<file path="config.mk">
export PLATFORM = sky130hd
export DESIGN_NAME = loop_sequencer
export DESIGN_NICKNAME = d
export VERILOG_FILES = /design/src/rtl/loop_sequencer.sv
export SDC_FILE = /design/constraint.sdc
export NUM_CORES = 1
export LEC_CHECK = 0
export ABC_AREA = 1
export CORE_AREA = 2 2 69 71
export DETAILED_ROUTE_END_ITERATION = 7
export DIE_AREA = 0 0 71 73
export PLACE_DENSITY = 0.46
export RECOVER_POWER = 50
export REMOVE_ABC_BUFFERS = 1
export SYNTH_ARGS = -nofsm -noshare
export SYNTH_HDL_FRONTEND = slang
export SYNTH_SLANG_ARGS = --single-unit
</file>
<file path="constraint.sdc">
create_clock -name clk_in -period 1.5 [get_ports clk_in]
set_input_delay 0.3 -clock clk_in [delete_from_list [all_inputs] [get_ports clk_in]]
set_output_delay 0.3 -clock clk_in [all_outputs]
set_load 0.05 [all_outputs]
</file>
<file path="src/rtl/loop_sequencer.sv">
// loop_sequencer: controller for the two-bank nested-loop compute datapath.
// Owns the outer (i) and inner (j) loop counters, arbitrates bank-0 writes
// between the host load path and compute, and reports busy/done status.
module loop_sequencer #(
  parameter int unsigned I_MAX = 8,
  parameter int unsigned J_MAX = 6,
  parameter int unsigned I_W   = 4,
  parameter int unsigned J_W   = 3
) (
  input  logic               clk_in,
  input  logic               reset,
  input  logic               load,
  input  logic               load_we,
  input  logic               start,
  input  logic               abort,
  output logic [I_W-1:0]     i,
  output logic [J_W-1:0]     j,
  output logic [I_W+J_W-1:0] addr,
  output logic               step_en,
  output logic               wr0,
  output logic               wr1,
  output logic               busy,
  output logic               done,
  output logic [2:0]         state
);

  localparam logic [I_W-1:0] ILast = I_W'(I_MAX - 1);
  localparam logic [J_W-1:0] JLast = J_W'(J_MAX - 1);

  typedef enum logic [2:0] {
    StIdle  = 3'd0,
    StLoad  = 3'd1,
    StReady = 3'd2,
    StInit  = 3'd3,
    StInner = 3'd4,
    StOuter = 3'd5,
    StDone  = 3'd6
  } state_e;

  state_e               r_state, w_state_next;
  logic [I_W-1:0]       r_i, w_i_next;
  logic [J_W-1:0]       r_j, w_j_next;
  logic [I_W+J_W-1:0]   r_ptr, w_ptr_next;

  // State and counter registers; reset also clears the load pointer.
  always_ff @(posedge clk_in) begin
    if (reset) begin
      r_state <= StIdle;
      r_i     <= '0;
      r_j     <= '0;
      r_ptr   <= '0;
    end else begin
      r_state <= w_state_next;
      r_i     <= w_i_next;
      r_j     <= w_j_next;
      r_ptr   <= w_ptr_next;
    end
  end

  // Next-state and counter updates; abort overrides every transition.
  always_comb begin
    w_state_next = r_state;
    w_i_next     = r_i;
    w_j_next     = r_j;
    w_ptr_next   = r_ptr;
    case (r_state)
      StIdle: begin
        if (load) begin
          w_state_next = StLoad;
          w_ptr_next   = '0;
        end
      end
      StLoad: begin
        if (load_we) w_ptr_next = r_ptr + 1'b1;  // wraps naturally
        if (!load)   w_state_next = StReady;
      end
      StReady: begin
        if (load) begin
          w_state_next = StLoad;
          w_ptr_next   = '0;
        end else if (start) begin
          w_state_next = StInit;
          w_i_next     = '0;
        end
      end
      StInit: begin
        w_j_next     = '0;
        w_state_next = StInner;
      end
      StInner: begin
        if (r_j == JLast) w_state_next = StOuter;
        else              w_j_next     = r_j + 1'b1;
      end
      StOuter: begin
        if (r_i == ILast) begin
          w_state_next = StDone;
        end else begin
          w_i_next     = r_i + 1'b1;
          w_state_next = StInit;
        end
      end
      StDone:  w_state_next = StIdle;
      default: w_state_next = StIdle;
    endcase
    if (abort && (r_state != StIdle)) begin
      w_state_next = StIdle;
      w_i_next     = '0;
      w_j_next     = '0;
    end
  end

  // Moore outputs decoded from the registered state (wr0 also qualified by load_we).
  always_comb begin
    i       = r_i;
    j       = r_j;
    state   = r_state;
    addr    = (r_state == StLoad) ? r_ptr : {r_i, r_j};
    wr0     = (r_state == StLoad) && load_we;
    wr1     = (r_state == StInner);
    step_en = (r_state == StInner);
    busy    = (r_state == StInit) || (r_state == StInner) || (r_state == StOuter);
    done    = (r_state == StDone);
  end

endmodule

</file>
==> impl_metrics.py, run 1 <==
metrics = {
    "status": {
        "status": "finished with violations",
        "violations": "setup timing",
    },
    "place": {
        "hpwl_mm": 2.377,
        "place_congestion": 0.7948,
        "dpl.cell_count": 259,
        "io_buffers": 27,
    },
    "synthesis": {
        "yosysUniqueCellTypes": 21,
        "syn_area_um2": 1079,
        "synth_most_common_cell": "nand2_1",
        "ys_async_sr_fraction_pct": 0,
        "yosysWarnings": 0,
        "synth-edff-count": 0,
        "yosysTopAreaCellShare_pct": 31.55,
        "synthXorXnorAreaFrac_pct": 0,
        "synth.top_cells.by_count": "nand2_1 (44), nand3_1 (21), nor2_1 (19)",
        "yosys.area.top_type": "dfxtp_1",
        "synth-simple-area-share_pct": 47.22,
        "ys_seq_elements": 17,
        "synthTopCellsByArea": "dfxtp_1 (32%), nand2_1 (15%), nand3_1 (9.7%)",
        "synthAdderAreaFrac_pct": 4.640,
        "ys_seq_area_share_pct": 31.55,
        "syn_avg_cell_area_um2": 6.699,
        "synth_top_family_by_area": "simple AND/OR/NAND/NOR gates",
        "syn-instance-count": 161,
        "synthMuxAreaShare_pct": 0,
        "synth-compound-area-share_pct": 9.629,
        "synth-main-ff-cell": "dfxtp_1",
    },
    "global_route": {
        "met2_usage_pct": 22.64,
        "grt_pass1_vias": 1105,
        "antenna_found_initial": 0,
        "grt_use_met1_pct": 16.18,
        "gr-max-usage-layer": "met2",
        "grt.total_usage_pct": 13.00,
        "grt_util_met3_pct": 3.177,
        "grt_pass1_wl_mm": 5.375,
        "grt_max_degree": 11,
        "grt_overflow": 0,
    },
    "setup_path": {
        "criticalPathCategory": "reg2out",
        "arrival_ps": 1310,
        "r2r-start": "state[2]",
        "end_kind": "output pin",
        "worst_path_max_delay_cell": "dfxtp_4",
        "slowest_delay_ps": 410,
        "cp_max_fo": 5,
        "reg2reg_depth": 8,
        "crit_chain": "inv_2 > nor2_4 > nand2_4 > o21ai_4 > buf_12",
        "critPathLaunchType": "flip-flop",
        "setup.worst_path.start": "state[0]",
        "cp.required_ps": 1200,
    },
    "sta": {
        "grt_setup_unrepaired": "true",
        "max_freq_mhz": 620.3,
        "tns_ps": -687.1,
        "setup_viol_count_final": 9,
        "finalCritPeriodShare_pct": 107.5,
        "layout_setup_ws_ps": -112.0,
        "maxSlewViolCount": 0,
        "hold_viol": 0,
        "relSlewSlack_pct": 76.41,
        "tightest_slew_ps": 353.9,
        "skew_ps": 5.886,
        "period_needed_ps": 1612,
    },
    "floorplan": {
        "die_y_um": 73,
        "chipWidth_um": 71,
        "floorplan.initialDensity_pct": 23.78,
        "num_io_pins": 28,
        "design.die.area_um2": 5183,
        "coreArea_um2": 4536,
        "rows": 25,
    },
    "route": {
        "dr.first_iter.drc_count": 19,
        "drc_errors": 0,
        "num_vias": 1210,
        "wl_mm": 3.314,
        "dr.pass1.iters": 4,
        "viasPerCell": 4.353,
        "wl_per_cell_um": 11.92,
        "drtAntennaViolNets": 0,
    },
    "clock_network": {
        "cts_buffer_depth": 2,
        "cts_htree_levels": 1,
        "clk_pin_slew_ps": 70,
        "cts.sinks": 17,
        "clkLatencyLatePin_ps": 250,
        "cts_tree": "done",
        "cts_hold_buffers": 0,
        "clockRootBuffer": "clkbuf_8",
        "numCtsBuffers": 3,
    },
    "layout": {
        "drive_gt1_share_pct": 42.41,
        "final_nets": 235,
        "num_antenna_cells": 0,
        "synthToLayoutAreaGrowth_pct": 88.98,
        "final_core_util_pct": 44.94,
        "final_cells": 278,
        "nFillCells": 452,
    },
    "hold_path": {
        "holdCritStartpoint": "r_ptr[0]",
        "hold_class": "reg2reg",
        "min_path_cells": 1,
    },
    "power_and_ir_drop": {
        "vdd_drop_max_v": 0.0004314,
        "p_per_area_nw_per_um2": 591.0,
        "p_leak_uw": 0.0009022,
    },
    "run": {
        "maxCapViolCount": 0,
    },
}
-- stage by stage --
stage	area, um^2	total power [uW]	hold slack (ps)	setup slack, ps
3_5_place_dp	1779	757.3	497.1	-19.99
2_1_floorplan	1066	634.1	369.1	-1080
6_report	2038	1204	508.7	-112.0
3_3_place_gp	1779	757.3	500.7	-11.86
5_1_grt	2038	1259	531.3	-169.2
4_1_cts	2028	1206	515.2	-148.6
-- state kept, by name, indices dropped and copies added, names as in the netlist --
name   count
j          3
state      3
r_ptr      7
i          4
-- layer usage --
layer	vias up	share of wire [%]
met1	548	46
met2	9	51
met5	-	0
li1	651	-
met3	2	1.8
met4	0	1.0
-- cells in the final DEF, fill, tap and decap left out, drive strengths merged --
cell type / synthesis / routed
a21oi: 12 / 12
buf: 2 / 46
clkbuf: 0 / 13
clkdlybuf4s50: 0 / 5
dfxtp: 17 / 17
ha: 4 / 4
inv: 16 / 16
nand2: 52 / 53
nand3: 22 / 22
nand4: 2 / 2
nor2: 24 / 24
nor3: 1 / 1
o21ai: 8 / 8
or2: 1 / 1
-- critical path, delay by kind of cell, from the launching register on --
kind	cells	cell delay (ps)
DFF	1	410
AOI/OAI and AO/OA	1	170
and+or+nand+nor	2	270
buffers and inverters	2	210
-- cell families (layout without fill, tap and decap cells) --
family          count (synthesis)  count (layout)
compound gates                 20              20
fa+ha+maj                       4               4
buf+inv                        18              80
flops                          17              17
simple gates                  102             103
-- final timing paths --
path | endpoint | slack, ps
setup / recovery | addr[3] | -110
hold / removal | r_ptr[0] | 510
hold reg to reg | r_ptr[0] | 510
setup reg to reg | r_ptr[6] | 30
-- layout make-up --
cell class                 count  area [um^2]  area share (%)
clock buffer                   4        45.04           2.210
tap                           54        67.56           3.315
multi-input combinational    127        777.0           38.12
timing repair buffer          60        724.4           35.54
inverter                      16        72.57           3.560
sequential                    17        351.6           17.25
-- report_power, final --
| group | switching, uW | leakage, uW | internal, uW |
|---|---|---|---|
| Sequential | 17.2 | 0.000140 | 459 |
| Combinational | 197 | 0.000740 | 178 |
| Clock | 165 | 0.0000228 | 189 |
-- repair_timing --
action	CTS	global route
endpoints found under the setup margin	12	14
pin swaps	11	8
gates resized for setup	48	2
setup buffers	9	8
gates cloned	1	0
Note: power is estimated with default switching activity, not from simulation.
==> inputs of run 2 (changes only) <==
--- a/config.mk
+++ b/config.mk
@@ -7,6 +7,7 @@
 export LEC_CHECK = 0
 export ABC_AREA = 1
 export CORE_AREA = 2 2 69 71
+export CTS_CLUSTER_DIAMETER = 40
 export DETAILED_ROUTE_END_ITERATION = 7
 export DIE_AREA = 0 0 71 73
 export PLACE_DENSITY = 0.46
==> results of run 2 <==
No change in the layout: final DEF, timing and power equal those of run 1.
==> inputs of run 3 (changes only) <==
--- a/config.mk
+++ b/config.mk
@@ -6,11 +6,11 @@
 export NUM_CORES = 1
 export LEC_CHECK = 0
 export ABC_AREA = 1
-export CORE_AREA = 2 2 69 71
+export CORE_AREA = 2 2 49 51
 export CTS_CLUSTER_DIAMETER = 40
 export DETAILED_ROUTE_END_ITERATION = 7
-export DIE_AREA = 0 0 71 73
-export PLACE_DENSITY = 0.46
+export DIE_AREA = 0 0 51 53
+export PLACE_DENSITY = 0.82
 export RECOVER_POWER = 50
 export REMOVE_ABC_BUFFERS = 1
 export SYNTH_ARGS = -nofsm -noshare
==> constraint.sdc (replaced) <==
create_clock -name clk_in -period 2 [get_ports clk_in]
set_input_delay 0.4 -clock clk_in [delete_from_list [all_inputs] [get_ports clk_in]]
set_output_delay 0.4 -clock clk_in [all_outputs]
set_load 0.05 [all_outputs]
==> run 3 against run 2 <==
Compared with the run above: the flow now finishes without violations; clock-buffer cell count unchanged; combinational power down 57%; sequential power down 25%; global-route usage up 9.2 points; worst setup slack better by 160 ps; design area down 27%; routed wire length down 23%; register-to-register slack better by 380 ps; critical path type unchanged; largest cell class unchanged.
==> impl_metrics.py, run 3 (synthesis results as in run 1) <==
metrics = {
    "status": {
        "status": "finished clean",
    },
    "route": {
        "viasPerCell": 5.142,
        "drtAntennaViolNets": 0,
        "wl_mm": 2.555,
        "dr.first_iter.drc_count": 24,
        "dr.pass1.iters": 4,
        "num_vias": 1126,
        "drc_errors": 0,
        "wl_per_cell_um": 11.67,
    },
    "clock_network": {
        "post_cts_buffers": 0,
        "clkLatencyLatePin_ps": 300,
        "cts_htree_levels": 1,
        "cts_tree": "done",
        "cts_buffer_depth": 2,
        "clk_pin_slew_ps": 100,
        "cts.sinks": 17,
        "numCtsBuffers": 3,
        "clockRootBuffer": "clkbuf_4",
    },
    "power_and_ir_drop": {
        "p_per_area_nw_per_um2": 474.1,
        "p_sw_uw": 229.0,
        "comb_power_share_pct": 22.8,
        "p_clk_share_pct": 26.7,
        "power.internal_uw": 477.5,
        "p_leak_uw": 0.0006886,
        "p_seq_share_pct": 50.4,
        "switching_share_pct": 32.42,
        "p_total_uw": 706.5,
        "vdd_drop_max_v": 0.0004140,
    },
    "setup_path": {
        "worst-r2r-setup-slack_ps": 410,
        "cp.required_ps": 1600,
        "cp_top_family": "buffers and inverters",
        "crit_chain": "clkdlybuf4s50_1",
        "crit_buf_inv": 1,
        "slowest_delay_ps": 830,
        "criticalPathCategory": "reg2out",
        "setup.worst_path.start": "j[2]",
        "reg2reg_depth": 6,
        "r2r-start": "state[0]",
        "arrival_ps": 1550,
        "worst_path_max_delay_cell": "clkdlybuf4s50_1",
        "critPathLaunchType": "flip-flop",
        "end_kind": "output pin",
        "cp_max_fo": 5,
        "cp_num_cells": 1,
    },
    "global_route": {
        "grt.total_usage_pct": 22.24,
        "grt_pass1_wl_mm": 4.478,
        "grt_pass1_vias": 1096,
        "grt_overflow": 0,
        "antenna_found_initial": 0,
        "grt_max_degree": 11,
    },
    "floorplan": {
        "coreArea_um2": 2148,
        "floorplan.initialDensity_pct": 50.20,
        "rows": 17,
        "num_io_pins": 28,
        "design.die.area_um2": 2703,
        "die_y_um": 53,
        "chipWidth_um": 51,
    },
    "sta": {
        "setup_viol_count_final": 0,
        "tightest_slew_ps": 597.7,
        "tns_ps": 0,
        "maxSlewViolCount": 0,
        "relSlewSlack_pct": 60.33,
        "finalCritPeriodShare_pct": 97.47,
        "skew_ps": 1.897,
        "hold_viol": 0,
        "max_freq_mhz": 513.0,
        "period_needed_ps": 1949,
    },
    "layout": {
        "largest_reg_flops": 7,
        "final_nets": 202,
        "nFillCells": 187,
        "num_antenna_cells": 0,
        "mostFrequentLayoutCell": "nand2_1",
        "synthToLayoutAreaGrowth_pct": 38.17,
        "top_register": "r_ptr",
        "final_cell_mix": "nand2_1 (46), nand3_1 (21), nor2_1 (20)",
        "drive_gt1_share_pct": 17.28,
    },
    "run": {
        "maxCapViolCount": 0,
    },
    "place": {
        "place_congestion": 0.8915,
        "hpwl_mm": 1.996,
        "io_buffers": 27,
    },
    "hold_path": {
        "holdCritStartpoint": "r_ptr[0]",
        "hold_class": "reg2reg",
        "min_path_cells": 1,
    },
}
run 3: cell count changes in the layout (fill, tap and decap cells not counted), sizes merged:
cell           previous run  this run
buf                      46        14
dlymetal6s2s              0         2
clkdlybuf4s50             5         8
nand2                    53        52
clkbuf                   13         8
run 3: path summary, 6_finish.rpt:
kind / endpoint
setup / recovery: j[2]
hold / removal: r_ptr[0]
setup reg to reg: state[1]
hold reg to reg: r_ptr[0]
run 3: through the flow:
step	instances	util [%]	area, um^2	setup WS (ps)	hold slack, ps
2_1_floorplan	159	-	1066	-680.3	459.1
3_3_place_gp	215	69.19	1486	326.0	491.0
3_5_place_dp	215	69.19	1486	257.5	492.8
4_1_cts	219	70.53	1515	14.77	518.4
5_1_grt	219	69.37	1490	-24.34	570.1
6_report	219	69.37	1490	50.59	517.1
run 3: cell type report:
| class | instances | area [um^2] | share of cell area [%] |
|---|---|---|---|
| clock buffer | 4 | 26.28 | 1.763 |
| tap | 28 | 35.03 | 2.351 |
| multi-input combinational | 126 | 646.9 | 43.41 |
| sequential | 17 | 344.1 | 23.09 |
| timing repair buffer | 28 | 375.4 | 25.19 |
| inverter | 16 | 62.56 | 4.198 |
run 3: timing repair:
item / in CTS / in global routing
pin swaps: 0 / 0
endpoints found under the setup margin: 4 / 6
gates resized for setup: 2 / 7
hold buffers: 0 / 0
run 3: metal layers:
layer / GRT usage, % / wire [um] / vias up
met1: 25.04 / 1101 / 511
li1: - / - / 582
met5: 0 / 0 / -
met2: 39.18 / 1281 / 28
met3: 7.062 / 123 / 5
met4: 8.108 / 48 / 0
run 3: power by group through the flow:
stage	combinational [uW]	clock [uW]	sequential, uW
6_report	161	189	356
5_1_grt	176	213	358
4_1_cts	170	197	356
3_5_place_dp	169	0	363
3_3_place_gp	166	0	362
2_1_floorplan	94.9	0	381
